==> config.mk <==
export PLATFORM = sky130hd
export DESIGN_NAME = seq_multiplier
export DESIGN_NICKNAME = d
export VERILOG_FILES = /design/src/rtl/seq_multiplier.sv
export SDC_FILE = /design/constraint.sdc
export NUM_CORES = 1
export LEC_CHECK = 0
export ABC_CLOCK_PERIOD_IN_PS = 4700
export CORE_ASPECT_RATIO = 1.4
export CORE_MARGIN = 10
export CORE_UTILIZATION = 30
export CTS_CLUSTER_DIAMETER = 80
export DETAILED_ROUTE_END_ITERATION = 10
export REMOVE_ABC_BUFFERS = 1
export SKIP_CTS_REPAIR_TIMING = 1
export SLEW_MARGIN = 30
export SYNTH_ARGS = -nofsm -noshare
export SYNTH_HDL_FRONTEND = slang
export SYNTH_SLANG_ARGS = --single-unit
==> constraint.sdc <==
create_clock -name clk -period 4.7 [get_ports clk]
set_clock_uncertainty 0.1 [all_clocks]
set_input_delay 1.175 -clock clk [delete_from_list [all_inputs] [get_ports clk]]
set_output_delay 1.175 -clock clk [all_outputs]
set_load 0.01 [all_outputs]
==> src/rtl/seq_multiplier.sv <==
`default_nettype none
// ============================================================================
// Module   : seq_multiplier
// Purpose  : Iterative shift-add unsigned multiplier. One multiplier bit is
//            consumed per clock, so latency is fixed at WORD_LENGTH+1 edges
//            from the accepting edge to the done pulse.
// Ports    : clk          - system clock, rising-edge active
//            reset        - asynchronous, active-high reset
//            start        - operation request, sampled only while idle
//            multiplicand - operand A (unsigned, WORD_LENGTH bits)
//            multiplier   - operand B (unsigned, WORD_LENGTH bits)
//            product      - registered A*B of the last completed operation
//            busy         - high while an operation is in RUN or DONE
//            done         - one-cycle pulse when product has just updated
// Revision : 1.0 - initial release
// ============================================================================
module seq_multiplier #(
  parameter int WORD_LENGTH = 16
) (
  input  logic                       clk,
  input  logic                       reset,
  input  logic                       start,
  input  logic [WORD_LENGTH-1:0]     multiplicand,
  input  logic [WORD_LENGTH-1:0]     multiplier,
  output logic [2*WORD_LENGTH-1:0]   product,
  output logic                       busy,
  output logic                       done
);

  localparam int PROD_W = 2 * WORD_LENGTH;
  // Counter needs to hold WORD_LENGTH-1; keep at least one bit for tiny widths.
  localparam int CNT_W  = (WORD_LENGTH > 1) ? $clog2(WORD_LENGTH) : 1;
  localparam logic [CNT_W-1:0] CNT_LAST = CNT_W'(WORD_LENGTH - 1);

  typedef enum logic [1:0] {
    IDLE = 2'd0,
    RUN  = 2'd1,
    DONE = 2'd2
  } state_t;

  state_t               state_q,   state_d;
  logic [PROD_W-1:0]    mcand_q,   mcand_d;
  logic [WORD_LENGTH-1:0] mplier_q, mplier_d;
  logic [PROD_W-1:0]    acc_q,     acc_d;
  logic [CNT_W-1:0]     cnt_q,     cnt_d;
  logic [PROD_W-1:0]    product_q, product_d;
  logic                 busy_q,    busy_d;
  logic                 done_q,    done_d;

  // Partial-product add for the current multiplier bit. Used both as the
  // next accumulator value and, on the last RUN edge, as the final product,
  // so the last accumulate is never skipped.
  logic [PROD_W-1:0]    addend;
  logic [PROD_W-1:0]    acc_sum;

  always_comb begin
    addend  = mplier_q[0] ? mcand_q : '0;
    acc_sum = acc_q + addend;
  end

  always_comb begin
    state_d   = state_q;
    mcand_d   = mcand_q;
    mplier_d  = mplier_q;
    acc_d     = acc_q;
    cnt_d     = cnt_q;
    product_d = product_q;
    busy_d    = busy_q;
    done_d    = 1'b0;

    case (state_q)
      IDLE: begin
        busy_d = 1'b0;
        if (start) begin
          mcand_d  = {{WORD_LENGTH{1'b0}}, multiplicand};
          mplier_d = multiplier;
          acc_d    = '0;
          cnt_d    = '0;
          busy_d   = 1'b1;
          state_d  = RUN;
        end
      end

      RUN: begin
        busy_d   = 1'b1;
        acc_d    = acc_sum;
        mcand_d  = mcand_q << 1;
        mplier_d = mplier_q >> 1;
        cnt_d    = cnt_q + 1'b1;
        if (cnt_q == CNT_LAST) begin
          // Registering product/done here makes them visible during DONE.
          product_d = acc_sum;
          done_d    = 1'b1;
          state_d   = DONE;
        end
      end

      DONE: begin
        busy_d  = 1'b0;
        state_d = IDLE;
      end

      default: begin
        busy_d  = 1'b0;
        state_d = IDLE;
      end
    endcase
  end

  always_ff @(posedge clk or posedge reset) begin
    if (reset) begin
      state_q   <= IDLE;
      mcand_q   <= '0;
      mplier_q  <= '0;
      acc_q     <= '0;
      cnt_q     <= '0;
      product_q <= '0;
      busy_q    <= 1'b0;
      done_q    <= 1'b0;
    end else begin
      state_q   <= state_d;
      mcand_q   <= mcand_d;
      mplier_q  <= mplier_d;
      acc_q     <= acc_d;
      cnt_q     <= cnt_d;
      product_q <= product_d;
      busy_q    <= busy_d;
      done_q    <= done_d;
    end
  end

  assign product = product_q;
  assign busy    = busy_q;
  assign done    = done_q;

endmodule
`default_nettype wire
==> impl_results.md <==
- RD Place Congestion: just under 0.9
- Commonest non-fill, non-tap cell in the layout: dfrtp_1
- Mapped Area: between 6000 and 7000 um^2
- Compound-Gate Fraction of Synth Area: 0.2443
- Crit Path Class: register to register
- Dpl cell area: roughly 7600 um^2
- Top FF cell, synth: dfrtp_1
- Status: completed
- Mapped Cells: ~700
- Root buffer cell: clkbuf_16
- Seq/Total Area, Yosys: 0.4521
- Port bufs: a little under 70
- Grt total ovfl: 0
- Core area: between 20,000 and 25,000 um^2
- Die Y: 196.1 um
- Row count: 64
- CP Max Fanout: 34
- Avg Cell Area, Syn: ~9.4 um^2
- Post-synthesis cell type count: 48
- Area grow syn2layout: 23.98%
- Largest family of logic cells by synthesized area: compound AO/OA/AOI/OAI gates
- Max-cap violations: 0
- PwrDens: roughly 630 nW/um^2
- CTS buffer count: 17
- WP data arrival: between 3 and 4 ns
- Initial Utilization: 0.3039
- Initial antenna violation count: 0
- Initial DRT Pass Iterations: 4
- Multi-input gate area: between 3000 and 4000 um^2
- Clock tree buffer depth: 2
- Adder-cell share of the synthesized area: 0.06329
- Final worst path period share: 0.7345
- Initial DRC count: 312
- RR Startpoint: mplier_q[0]
- Setup TNS: 0 ns
- Async SR Flop Fraction: 1.000
- Most frequent cells in the layout: dfrtp_1, nand2_1, a21oi_1, clkdlybuf4s50_1, o21ai_0
- Reg clk slew, reported paths: about 0.05 ns
- Antenna diodes: 0
- Hold Fails Final Rpt: 0
- Full die area: between 20,000 and 30,000 um^2
- Vias in the first global route: around 5,400
- Critical path launch point type: register
- CTS sink cnt: 120
- Mux cell area share after synthesis: 0.01620
- Post-Synth Simple-Gate Area: 0.1522
- Required @ worst endpoint: 4.90 ns
- Worst-skew pair later-pin latency: about 0.42 ns
- Post-Route WL: ~17 mm
- Slew @ Worst Pin: 0.9334 ns
- Placed wire-length estimate: around 12 mm
- CTS tree: yes
- Hold crit path type: register to register
- DRC: 0
- CTS H-tree lvls: 4
- Tmin final: between 3 and 4 ns
- RSZ-0062 raised after global routing: no
- Ys Warns: 0
- Global Route Usage Sum: 0.1215
- Yosys reg bits: 120
- # setup viols final: 0
- CP Launch Point: mplier_q[0]
- Layout Cells excl Fill: approximately 1,100
- DR WL/cell: about 16 um
- Via count: between 5,000 and 6,000
- Finished Cell Area: a little over 8000 um^2
- Final slew viol count: 0
- Avg Vias per Cell: between 4 and 5
- I/O pins: between 60 and 70
- Share of cells above drive strength 1: 0.07282
- Power, Total: around 5.2 mW
- Post-route ant nets: 0
- Global-route wire length before repair: about 28 mm
- Worst vdd ir: roughly 0.32 mV
- Worst setup EP type: register
- Synth Area in XOR/XNOR: 0.03560
- Worst hold start: product[5]
- Highest Clock Rate: a little under 300 MHz
- P_leak: approximately 3.8 nW
- Fillers: 2,238
- Layout Nets: roughly 820
- Slew HR: 0.3764
- Post-synth EDFFs: 0
- Placed Cells: 1,034
- Register area: between 3000 and 4000 um^2
- Die width: 145.8 um
- Largest net degree at the start of global routing: 65
[Yosys cell counts (2+ instances only)]
master | number | share of area
dfrtp_1 | 120 | 0.45
nand2_1 | 90 | 0.051
a21oi_1 | 69 | 0.052
o21ai_0 | 52 | 0.039
a22o_1 | 45 | 0.059
clkbuf_1 | 35 | 0.020
nor2b_1 | 35 | 0.033
and2_1 | 33 | 0.031
ha_1 | 32 | 0.060
a22oi_1 | 30 | 0.034
nor2_1 | 18 | 0.010
inv_1 | 17 | 0.0096
xor2_1 | 14 | 0.018
xnor2_1 | 13 | 0.017
a21o_1 | 11 | 0.012
nand3_1 | 8 | 0.0060
a31oi_1 | 7 | 0.0066
nor3_1 | 7 | 0.0053
mux2_2 | 6 | 0.010
o21bai_1 | 6 | 0.0068
buf_1 | 5 | 0.0028
nand4_1 | 5 | 0.0047
and3_1 | 4 | 0.0038
o211ai_1 | 4 | 0.0045
o31ai_1 | 4 | 0.0045
a211oi_1 | 3 | 0.0034
or2_2 | 3 | 0.0028
a211o_1 | 2 | 0.0026
a221oi_1 | 2 | 0.0026
and4_1 | 2 | 0.0026
buf_6 | 2 | 0.0034
mux2_4 | 2 | 0.0045
o21ai_1 | 2 | 0.0015
[flip-flops by register name, indices dropped and copies added, names as in the netlist]
register / cells
product: 32
done: 1
cnt_q: 4
state_q: 2
acc_q: 32
busy: 1
mplier_q: 16
mcand_q: 32
[final timing paths]
check                      slack [ns]     endpoint  depth (start not counted)
max                              1.25  product[26]                         11
min                              0.37   product[5]                          2
max reg2reg                      1.25  product[26]                         11
min reg2reg                      0.37   product[5]                          2
max in group asynchronous        2.54  mplier_q[0]                          3
min in group asynchronous        1.13  product[29]                          2
[cell type report]
type                            instances  area share
Clock buffer                           24     0.05849
Clock inverter                          8     0.01732
Inverter                               17    0.008052
Multi-Input combinational cell        523      0.4139
Sequential cell                       120      0.3648
Tap cell                              297     0.04512
Timing Repair Buffer                   77     0.09237
[through the flow]
stage,hold WS [ns],setup WS (ns),utilization
after floorplan,0.3551,0.2392,-
after global placement,0.3624,1.150,0.3481
after CTS,0.3770,1.030,0.3767
after global routing,0.3945,1.012,0.3767
after detailed placement,0.3626,1.083,0.3481
final,0.3697,1.248,0.3767
[where the power goes]
| part | internal (mW) | switching (mW) | total [mW] | leakage (nW) |
|---|---|---|---|---|
| combinational | 0.939 | 1.09 | 2.03 | 1.92 |
| sequential | 1.47 | 0.320 | 1.79 | 1.56 |
| clock | 0.927 | 0.466 | 1.39 | 0.304 |
[worst max-delay path, cell delays in order, from the launching register on]
cell and delay [ns]:
dfrtp_2 0.61, and2_1 0.24, ha_1 0.21, fa_1 0.41, a21oi_1 0.30, o211ai_1 0.17, a22oi_2 0.23, o21ai_2 0.11
a211o_2 0.35, a31oi_1 0.21, xnor2_1 0.12, mux2_4 0.27
[cells by family (layout without fill, tap and decap cells)]
family                     after synthesis  in the layout
buffers and inverters                   60            126
AOI/OAI and AO/OA                      247            247
and+or+nand+nor                        207            207
xor gates and xnor gates                27             27
muxes                                    9              9
DFF                                    120            120
adders and majority gates               33             33
[per-layer routing]
| layer | vias up | track usage | share of wire |
|---|---|---|---|
| met5 | - | 0 | 0 |
| met1 | 2569 | 0.1505 | 0.46 |
| met3 | 22 | 0.02464 | 0.030 |
| met4 | 0 | 0.04917 | 0.018 |
| met2 | 87 | 0.2024 | 0.49 |
| li1 | 2626 | - | - |
Note: power is estimated with default switching activity, not from simulation.
